File: config.mk
export PLATFORM = sky130hd
export DESIGN_NAME = sequence_generator
export DESIGN_NICKNAME = d
export VERILOG_FILES = /design/src/rtl/sequence_pkg.sv /design/src/rtl/seq_symbol_rom.sv /design/src/rtl/sequence_generator.sv
export SDC_FILE = /design/constraint.sdc
export NUM_CORES = 1
export LEC_CHECK = 0
export CORE_MARGIN = 2
export CORE_UTILIZATION = 31
export CTS_BUF_LIST = sky130_fd_sc_hd__clkbuf_2
export DETAILED_ROUTE_END_ITERATION = 12
export SLEW_MARGIN = 0
export SYNTH_ARGS = -nofsm -noshare
export SYNTH_HDL_FRONTEND = slang
export SYNTH_HIERARCHICAL = 1
export SYNTH_SLANG_ARGS = --single-unit
export TNS_END_PERCENT = 30
File: constraint.sdc
create_clock -name clk -period 2.9 [get_ports clk]
set_input_delay 0.29 -clock clk [delete_from_list [all_inputs] [get_ports clk]]
set_output_delay 0.29 -clock clk [all_outputs]
set_load 0.05 [all_outputs]
File: src/rtl/sequence_pkg.sv
// Shared definitions for the 3-bit symbol sequence link (generator and detector).
// Both ends index the same symbol table so their notion of a frame cannot drift.
package sequence_pkg;

    localparam int SEQ_LEN = 8;
    localparam int DATA_W  = 3;
    localparam int CNT_W   = 4;
    localparam int IDX_W   = 3;

    localparam logic [DATA_W-1:0] IDLE_SYM = 3'b111;

    // Entry 0 sits in the least significant slot: frame is 001,101,110,000,110,110,011,101.
    localparam logic [SEQ_LEN-1:0][DATA_W-1:0] SEQ_SYMS = {
        3'b101, 3'b011, 3'b110, 3'b110, 3'b000, 3'b110, 3'b101, 3'b001
    };

    typedef enum logic {
        IDLE = 1'b0,
        SEND = 1'b1
    } state_t;

endpackage

File: src/rtl/seq_symbol_rom.sv
// Frame symbol lookup, purely combinational (zero latency, no flow control).
// Index wraps naturally over the 8-entry frame.
module seq_symbol_rom
    import sequence_pkg::*;
(
    input  logic [IDX_W-1:0]  idx,
    output logic [DATA_W-1:0] sym
);

    assign sym = SEQ_SYMS[idx];

endmodule

File: src/rtl/sequence_generator.sv
// Frame source: emits the fixed 8-symbol frame repeat_cnt+1 times back-to-back, registered outputs.
// Symbol holds while data_ready is low; abort cancels without a done pulse.
module sequence_generator
    import sequence_pkg::*;
(
    input  logic              clk,
    input  logic              reset_n,
    input  logic              start,
    input  logic [CNT_W-1:0]  repeat_cnt,
    input  logic              abort,
    input  logic              data_ready,
    output logic [DATA_W-1:0] data,
    output logic              data_valid,
    output logic              busy,
    output logic              done
);

    state_t              state_q, state_n;
    logic [IDX_W-1:0]    idx_q, idx_n;
    logic [CNT_W-1:0]    pass_q, pass_n;
    logic [CNT_W-1:0]    cnt_q, cnt_n;
    logic [DATA_W-1:0]   data_q, data_n;
    logic                valid_q, valid_n;
    logic                busy_q, busy_n;
    logic                done_q, done_n;
    logic [DATA_W-1:0]   rom_sym;

    // The ROM looks up the *next* index so the symbol lands in the data register with its index.
    seq_symbol_rom u_rom (
        .idx (idx_n),
        .sym (rom_sym)
    );

    always_comb begin
        state_n = state_q;
        idx_n   = idx_q;
        pass_n  = pass_q;
        cnt_n   = cnt_q;
        done_n  = 1'b0;

        case (state_q)
            IDLE: begin
                if (start && !abort) begin
                    state_n = SEND;
                    idx_n   = '0;
                    pass_n  = '0;
                    cnt_n   = repeat_cnt;
                end
            end
            SEND: begin
                // abort takes priority over a transfer on the same edge
                if (abort) begin
                    state_n = IDLE;
                end else if (valid_q && data_ready) begin
                    if (idx_q != IDX_W'(SEQ_LEN - 1)) begin
                        idx_n = idx_q + 1'b1;
                    end else if (pass_q != cnt_q) begin
                        pass_n = pass_q + 1'b1;
                        idx_n  = '0;
                    end else begin
                        state_n = IDLE;
                        done_n  = 1'b1;
                    end
                end
            end
            default: state_n = IDLE;
        endcase

        valid_n = (state_n == SEND);
        busy_n  = (state_n == SEND);
        data_n  = valid_n ? rom_sym : IDLE_SYM;
    end

    always_ff @(posedge clk or negedge reset_n) begin
        if (!reset_n) begin
            state_q <= IDLE;
            idx_q   <= '0;
            pass_q  <= '0;
            cnt_q   <= '0;
            data_q  <= IDLE_SYM;
            valid_q <= 1'b0;
            busy_q  <= 1'b0;
            done_q  <= 1'b0;
        end else begin
            state_q <= state_n;
            idx_q   <= idx_n;
            pass_q  <= pass_n;
            cnt_q   <= cnt_n;
            data_q  <= data_n;
            valid_q <= valid_n;
            busy_q  <= busy_n;
            done_q  <= done_n;
        end
    end

    assign data       = data_q;
    assign data_valid = valid_q;
    assign busy       = busy_q;
    assign done       = done_q;

endmodule

==> metrics.txt, run 1 <==
status completed; starting DRC count in detailed routing 4; CP Capture Type flop; GRT Util Overall 0.116; Crit Path Class reg2reg; GP Congestion approximately 0.85; CP cell instances xor2_1, nor4_1, nand2_1, o21ai_0, ha_1, mux2i_1, nand2b_1; Area growth syn-to-layout 23.1%; initial antenna violation count 0; area of the multi-input gates about 410 µm²; leading area contributor after synthesis dfrtp_1; area of the core ~2500 µm²; Yosys warning count 6; most instantiated cells after synthesis nand2_1 (20), dfrtp_1 (13), nor2_1 (5); top post-synthesis cells by area dfrtp_1 (39%), dfstp_2 (9.5%), nand2_1 (9.0%); row count 18; Num CTS Buffers 3; die area 3120 µm²; latest clock arrival within the worst-skew pair 0.29 ns; FF+latch count, synth 16; CTS clk-pin slew, worst paths 0.16 ns; CP startpoint kind flop; Worst Clk Skew about 0.011 ns; Die X-Extent between 50 and 60 µm; layout cells sized above 1 0.122; drt via density between 4 and 5; Seq. cell area between 400 and 500 µm²; first-pass GRT wire length ~2.8 mm; count leader, synth nand2_1; H-tree depth 1; # DRC 0; Tmin final roughly 2.4 ns; post-synthesis cell count ~80; Static Leak 0.474 nW; Max VDD drop 0.000326 V; ys flop type dfrtp_1; Clock Tree Buf Depth 2; ANT cells 0; initial core utilization 0.330; Power Density 557 nW/µm²; hold buffers post-CTS 0; post-route ant nets 0; CP Data Required Time between 3 and 4 ns; Max Clock Freq 0.414 GHz; Hold Crit Class in2async; Nets 112; Setup TNS Final 0 ns; post-synthesis sequential area ratio 0.485; fill count around 260; syn_nets 94; async set-or-reset flop fraction in the synthesized netlist 1.00; Slew headroom 0.528; clock sinks 16; delay of the slowest critical-path stage 0.53 ns; Synth cell types 28; final setup fails 0; via count between 600 and 700; Worst-Margin Slew ~0.71 ns; drt first pass iters 4; synthesized area between 800 and 900 µm²; Port-buffer cells 14; Post-synth EDFFs 0; Max-cap violations 0; Mapped Avg Cell Area approximately 10 µm²; CTS tree built; Final Hold Viols 0; CP Max Fanout 5; number of global-route vias before repair 646; Critical-path top delay cell o21ai_0; top cell type's share of synthesized area 0.390; Final Max Slew Viols 0; root buffer cell clkbuf_2; Ports 15; RSZ-0062 raised after global routing no; WP data arrival 2.65 ns; hold slack 0.396 ns; Crit path max-delay family simple AND/OR/NAND/NOR gates; postcts setup bufs 0; largest net degree at the start of global routing 17; Die Height 55.8 µm; Final HPWL DP between 1 and 1.5 mm; routed len/inst between 10 and 15 µm; worst path bufs/invs 0; GRT overflow 0; total power about 0.57 mW; period utilization 0.833; Routed WL around 1.6 mm; Gates resized, CTS repair 0
-- per-stage QoR --
step	std cells	instance area (µm²)	worst slack, ns	util
after detailed placement	124	1010	0.479	0.399
after global routing	128	1030	0.232	0.407
after global placement	124	1010	0.542	0.399
final	128	1030	0.484	0.407
after floorplan	81	833	0.733	-
after CTS	128	1030	0.445	0.407
-- metal layers --
layer / share of wire / global-route usage
met1: 0.48 / 0.150
met2: 0.46 / 0.180
met3: 0.060 / 0.0558
met4: 0 / 0.0204
met5: 0 / 0
-- layout by cell type, fill, tap and decap left out --
master | Yosys | final
and4b_1 | 1 | 1
nand2_1 | 20 | 20
xor2_1 | 4 | 4
xnor2_1 | 1 | 1
a22oi_1 | 2 | 2
dfstp_2 | 3 | 3
nor3b_2 | 1 | 1
mux2i_1 | 3 | 3
nor2_1 | 5 | 5
a41oi_1 | 1 | 1
o21bai_1 | 1 | 1
and3b_1 | 1 | 1
clkbuf_2 | 0 | 4
inv_1 | 1 | 1
a31oi_1 | 1 | 1
a21oi_2 | 2 | 2
o41a_4 | 1 | 1
or3b_1 | 1 | 1
dfrtp_1 | 13 | 13
nand3_1 | 1 | 1
buf_4 | 1 | 1
a31o_1 | 1 | 1
nand3b_1 | 1 | 1
nand2b_1 | 4 | 4
ha_1 | 4 | 4
clkdlybuf4s50_1 | 0 | 14
nor4_1 | 1 | 1
nand4_1 | 1 | 1
o21ai_0 | 4 | 4
-- state kept, by name, summed over array words and instances, names as in the netlist --
signal,flops
pass_q,4
idx_q,3
data,3
cnt_q,4
busy,1
done,1
-- path summary, 6_finish.rpt --
| check | start | to | slack (ns) | cells past startpoint |
|---|---|---|---|---|
| worst max-delay path | pass_q[1]$_DFFE_PN0P_ | data[2]$_DFF_PN1_ | 0.48 | 7 |
| max in group asynchronous | reset_n | busy$_DFF_PN0_ | 2.05 | 1 |
| worst max register to register | pass_q[1]$_DFFE_PN0P_ | data[2]$_DFF_PN1_ | 0.48 | 7 |
| worst min-delay path | reset_n | cnt_q[1]$_DFFE_PN0P_ | 0.40 | 1 |
| min in group clk | repeat_cnt[2] | cnt_q[2]$_DFFE_PN0P_ | 0.51 | 3 |
| worst min register to register | cnt_q[0]$_DFFE_PN0P_ | cnt_q[0]$_DFFE_PN0P_ | 0.52 | 2 |
-- cell type report --
type,instances,area share
Sequential cell,16,0.394
Multi-Input combinational cell,62,0.402
Inverter,1,0.00366
Clock buffer,4,0.0195
Timing Repair Buffer,15,0.144
Tap cell,30,0.0366
-- logic make-up after synthesis --
family | count (synthesis) | synth area share
buf+inv | 3 | 0.0195
compound gates | 13 | 0.126
mux | 3 | 0.0360
simple gates | 37 | 0.221
fa+ha+maj | 4 | 0.0601
xor+xnor | 5 | 0.0526
flops | 16 | 0.485
-- where the power goes --
group	internal, mW	switching [mW]
combinational	0.0753	0.108
sequential	0.259	0.0225
clock	0.0366	0.0708
total	0.371	0.201
Note: power is estimated with default switching activity, not from simulation.
==> run 2: changes to the inputs <==
clock period = 2.1 ns   (was 2.9 ns; I/O delays follow)
==> run 2 against run 1 <==
  * Sequential power is 38% higher
  * Cell count rose by 9.4%
  * Sequential share of layout area fell by 4.0 points
  * Via count grew 11%
  * Count of clock-buffer cells in the layout did not move
  * Largest cell class unchanged
  * Largest power group unchanged
  * Highest routed layer is now met4
==> metrics.txt, run 2 (synthesis gave the netlist of run 1 again) <==
Top Registers cnt_q: 4 flops, pass_q: 4 flops (unchanged); switching power share of the total 0.350 (was 0.351); CTS tree built (unchanged); drt first pass iters 4 (unchanged); first-pass GRT wire length 2.99 mm (was 2.81 mm); Final Max Slew Viols 0 (unchanged); via count 689 (was 623); drt via density 4.92 (was 4.87); Tmin final 2.02 ns (was 2.42 ns); Max-cap violations 0 (unchanged); Max VDD drop 0.000396 V (was 0.000326 V); layout cells sized above 1 0.282 (was 0.122); Num CTS Buffers 3 (unchanged); ANT cells 0 (unchanged); CP Capture Type flop (unchanged); initial core utilization 0.330 (unchanged); Seq pwr share 0.446 (was 0.492); CP startpoint kind flop (unchanged); Routed WL 1.78 mm (was 1.62 mm); WP data arrival 2.26 ns (was 2.65 ns); reg2reg setup slack 0.08 ns (was 0.48 ns); final setup fails 0 (unchanged); Area growth syn-to-layout 38.3% (was 23.1%); die area 3120 µm² (unchanged); initial antenna violation count 0 (unchanged); latest clock arrival within the worst-skew pair 0.30 ns (was 0.29 ns); CP Data Required Time 2.34 ns (was 3.13 ns); status completed (unchanged); Final HPWL DP 1.34 mm (was 1.25 mm); area of the core 2520 µm² (unchanged); Nets 124 (was 112); Die Height 55.8 µm (unchanged); Clock Power Share 0.173 (was 0.188); RSZ-0062 raised after global routing yes (was no); hold buffers post-CTS 0 (unchanged); Crit Path Class reg2reg (unchanged); Port-buffer cells 14 (unchanged); H-tree depth 1 (unchanged); starting DRC count in detailed routing 12 (was 4); Power Density 753 nW/µm² (was 557 nW/µm²); period utilization 0.963 (was 0.833); Max Clock Freq 0.495 GHz (was 0.414 GHz); Int Pwr 0.564 mW (was 0.371 mW); clock sinks 16 (unchanged); Final Hold Viols 0 (unchanged); Worst Clk Skew 0.0162 ns (was 0.0110 ns); routed len/inst 12.7 µm (was 12.6 µm); logic gate share of total power 0.381 (was 0.320); most frequent cells in the layout nand2_1 (19), clkdlybuf4s50_1 (14), buf_4 (13) (was nand2_1 (20), clkdlybuf4s50_1 (14), dfrtp_1 (13)); Clock Tree Buf Depth 2 (unchanged); sw power 0.304 mW (was 0.201 mW); GRT Util Overall 0.123 (was 0.116); Die X-Extent 55.8 µm (unchanged); largest net degree at the start of global routing 12 (was 17); root buffer cell clkbuf_2 (unchanged); row count 18 (unchanged); final instance area 1150 µm² (was 1030 µm²); number of global-route vias before repair 731 (was 646); GRT overflow 0 (unchanged); GP Congestion 0.765 (was 0.853); commonest non-fill, non-tap cell in the layout nand2_1 (unchanged); Setup TNS Final 0 ns (unchanged); CP Max Fanout 4 (was 5); post-route ant nets 0 (unchanged); fill count 255 (was 262); Hold Crit Class in2async (unchanged); Static Leak 0.545 nW (was 0.474 nW); Slew headroom 0.648 (was 0.528); CTS clk-pin slew, worst paths 0.16 ns (about the same); Placed Area 1070 µm² (was 1010 µm²); Worst-Margin Slew 0.527 ns (was 0.705 ns); # DRC 0 (unchanged); Ports 15 (unchanged)
## run 2: cell type report
class,instances,area (µm²),area share
Multi-Input combinational cell,62,445,0.387
Tap cell,30,37.5,0.0326
Sequential cell,16,408,0.354
Inverter,1,3.75,0.00326
Timing Repair Buffer,27,238,0.206
Clock buffer,4,20.0,0.0174
## run 2: per-layer routing
layer  global-route usage  up-vias  share of wire
met5                    0        -              0
met4               0.0238        0         0.0045
met3               0.0605        2          0.054
met2                0.223       11           0.53
met1                0.130      339           0.42
li1                     -      337              -
## run 2: through the flow
step | hold slack (ns) | utilization | setup WS [ns] | power (mW) | cells
after global placement | 0.484 | 0.426 | 0.0744 | 0.674 | 133
final | 0.226 | 0.457 | 0.0786 | 0.868 | 140
after CTS | 0.241 | 0.434 | 0.0446 | 0.839 | 137
after global routing | 0.242 | 0.457 | -0.0369 | 0.932 | 140
after detailed placement | 0.490 | 0.426 | -0.0000120 | 0.682 | 133
after floorplan | -0.0856 | - | 0.0351 | 0.566 | 81
## run 2: path summary, 6_finish.rpt
check | depth (start not counted) | startpoint | endpoint
min in group clk | 3 | repeat_cnt[3] | cnt_q[3]$_DFFE_PN0P_
max reg2reg | 9 | cnt_q[2]$_DFFE_PN0P_ | data[2]$_DFF_PN1_
min | 1 | reset_n | pass_q[0]$_DFFE_PN0P_
max in group asynchronous | 2 | reset_n | idx_q[0]$_DFF_PN0_
max | 9 | cnt_q[2]$_DFFE_PN0P_ | data[2]$_DFF_PN1_
min reg2reg | 2 | cnt_q[0]$_DFFE_PN0P_ | cnt_q[0]$_DFFE_PN0P_
## run 2: what timing repair did
| item | 4_1_cts | 5_1_grt |
|---|---|---|
| buffers inserted | 0 | 3 |
| gates resized for setup | 0 | 9 |
| setup endpoints to repair | 0 | 1 |
## run 2: power groups by stage
stage	clock, mW	sequential (mW)	combinational [mW]
global route	0.176	0.392	0.363
finish	0.150	0.387	0.331
floorplan	0	0.438	0.128
detailed placement	0	0.393	0.288
CTS	0.162	0.388	0.290
global placement	0	0.394	0.280
## run 2: critical path: stages, from the launching register on
cell	delay [ns]
dfrtp_1	0.44
xor2_2	0.20
nor4_1	0.29
buf_4	0.18
nand2_4	0.07
a31oi_4	0.20
inv_1	0.06
ha_1	0.29
mux2i_1	0.11
nand2b_1	0.12
==> run 3: changes to the inputs <==
SKIP_LAST_GASP = 1   (was unset)
==> results of run 3 <==
The final DEF is identical to that of run 2; final timing and power are the same.
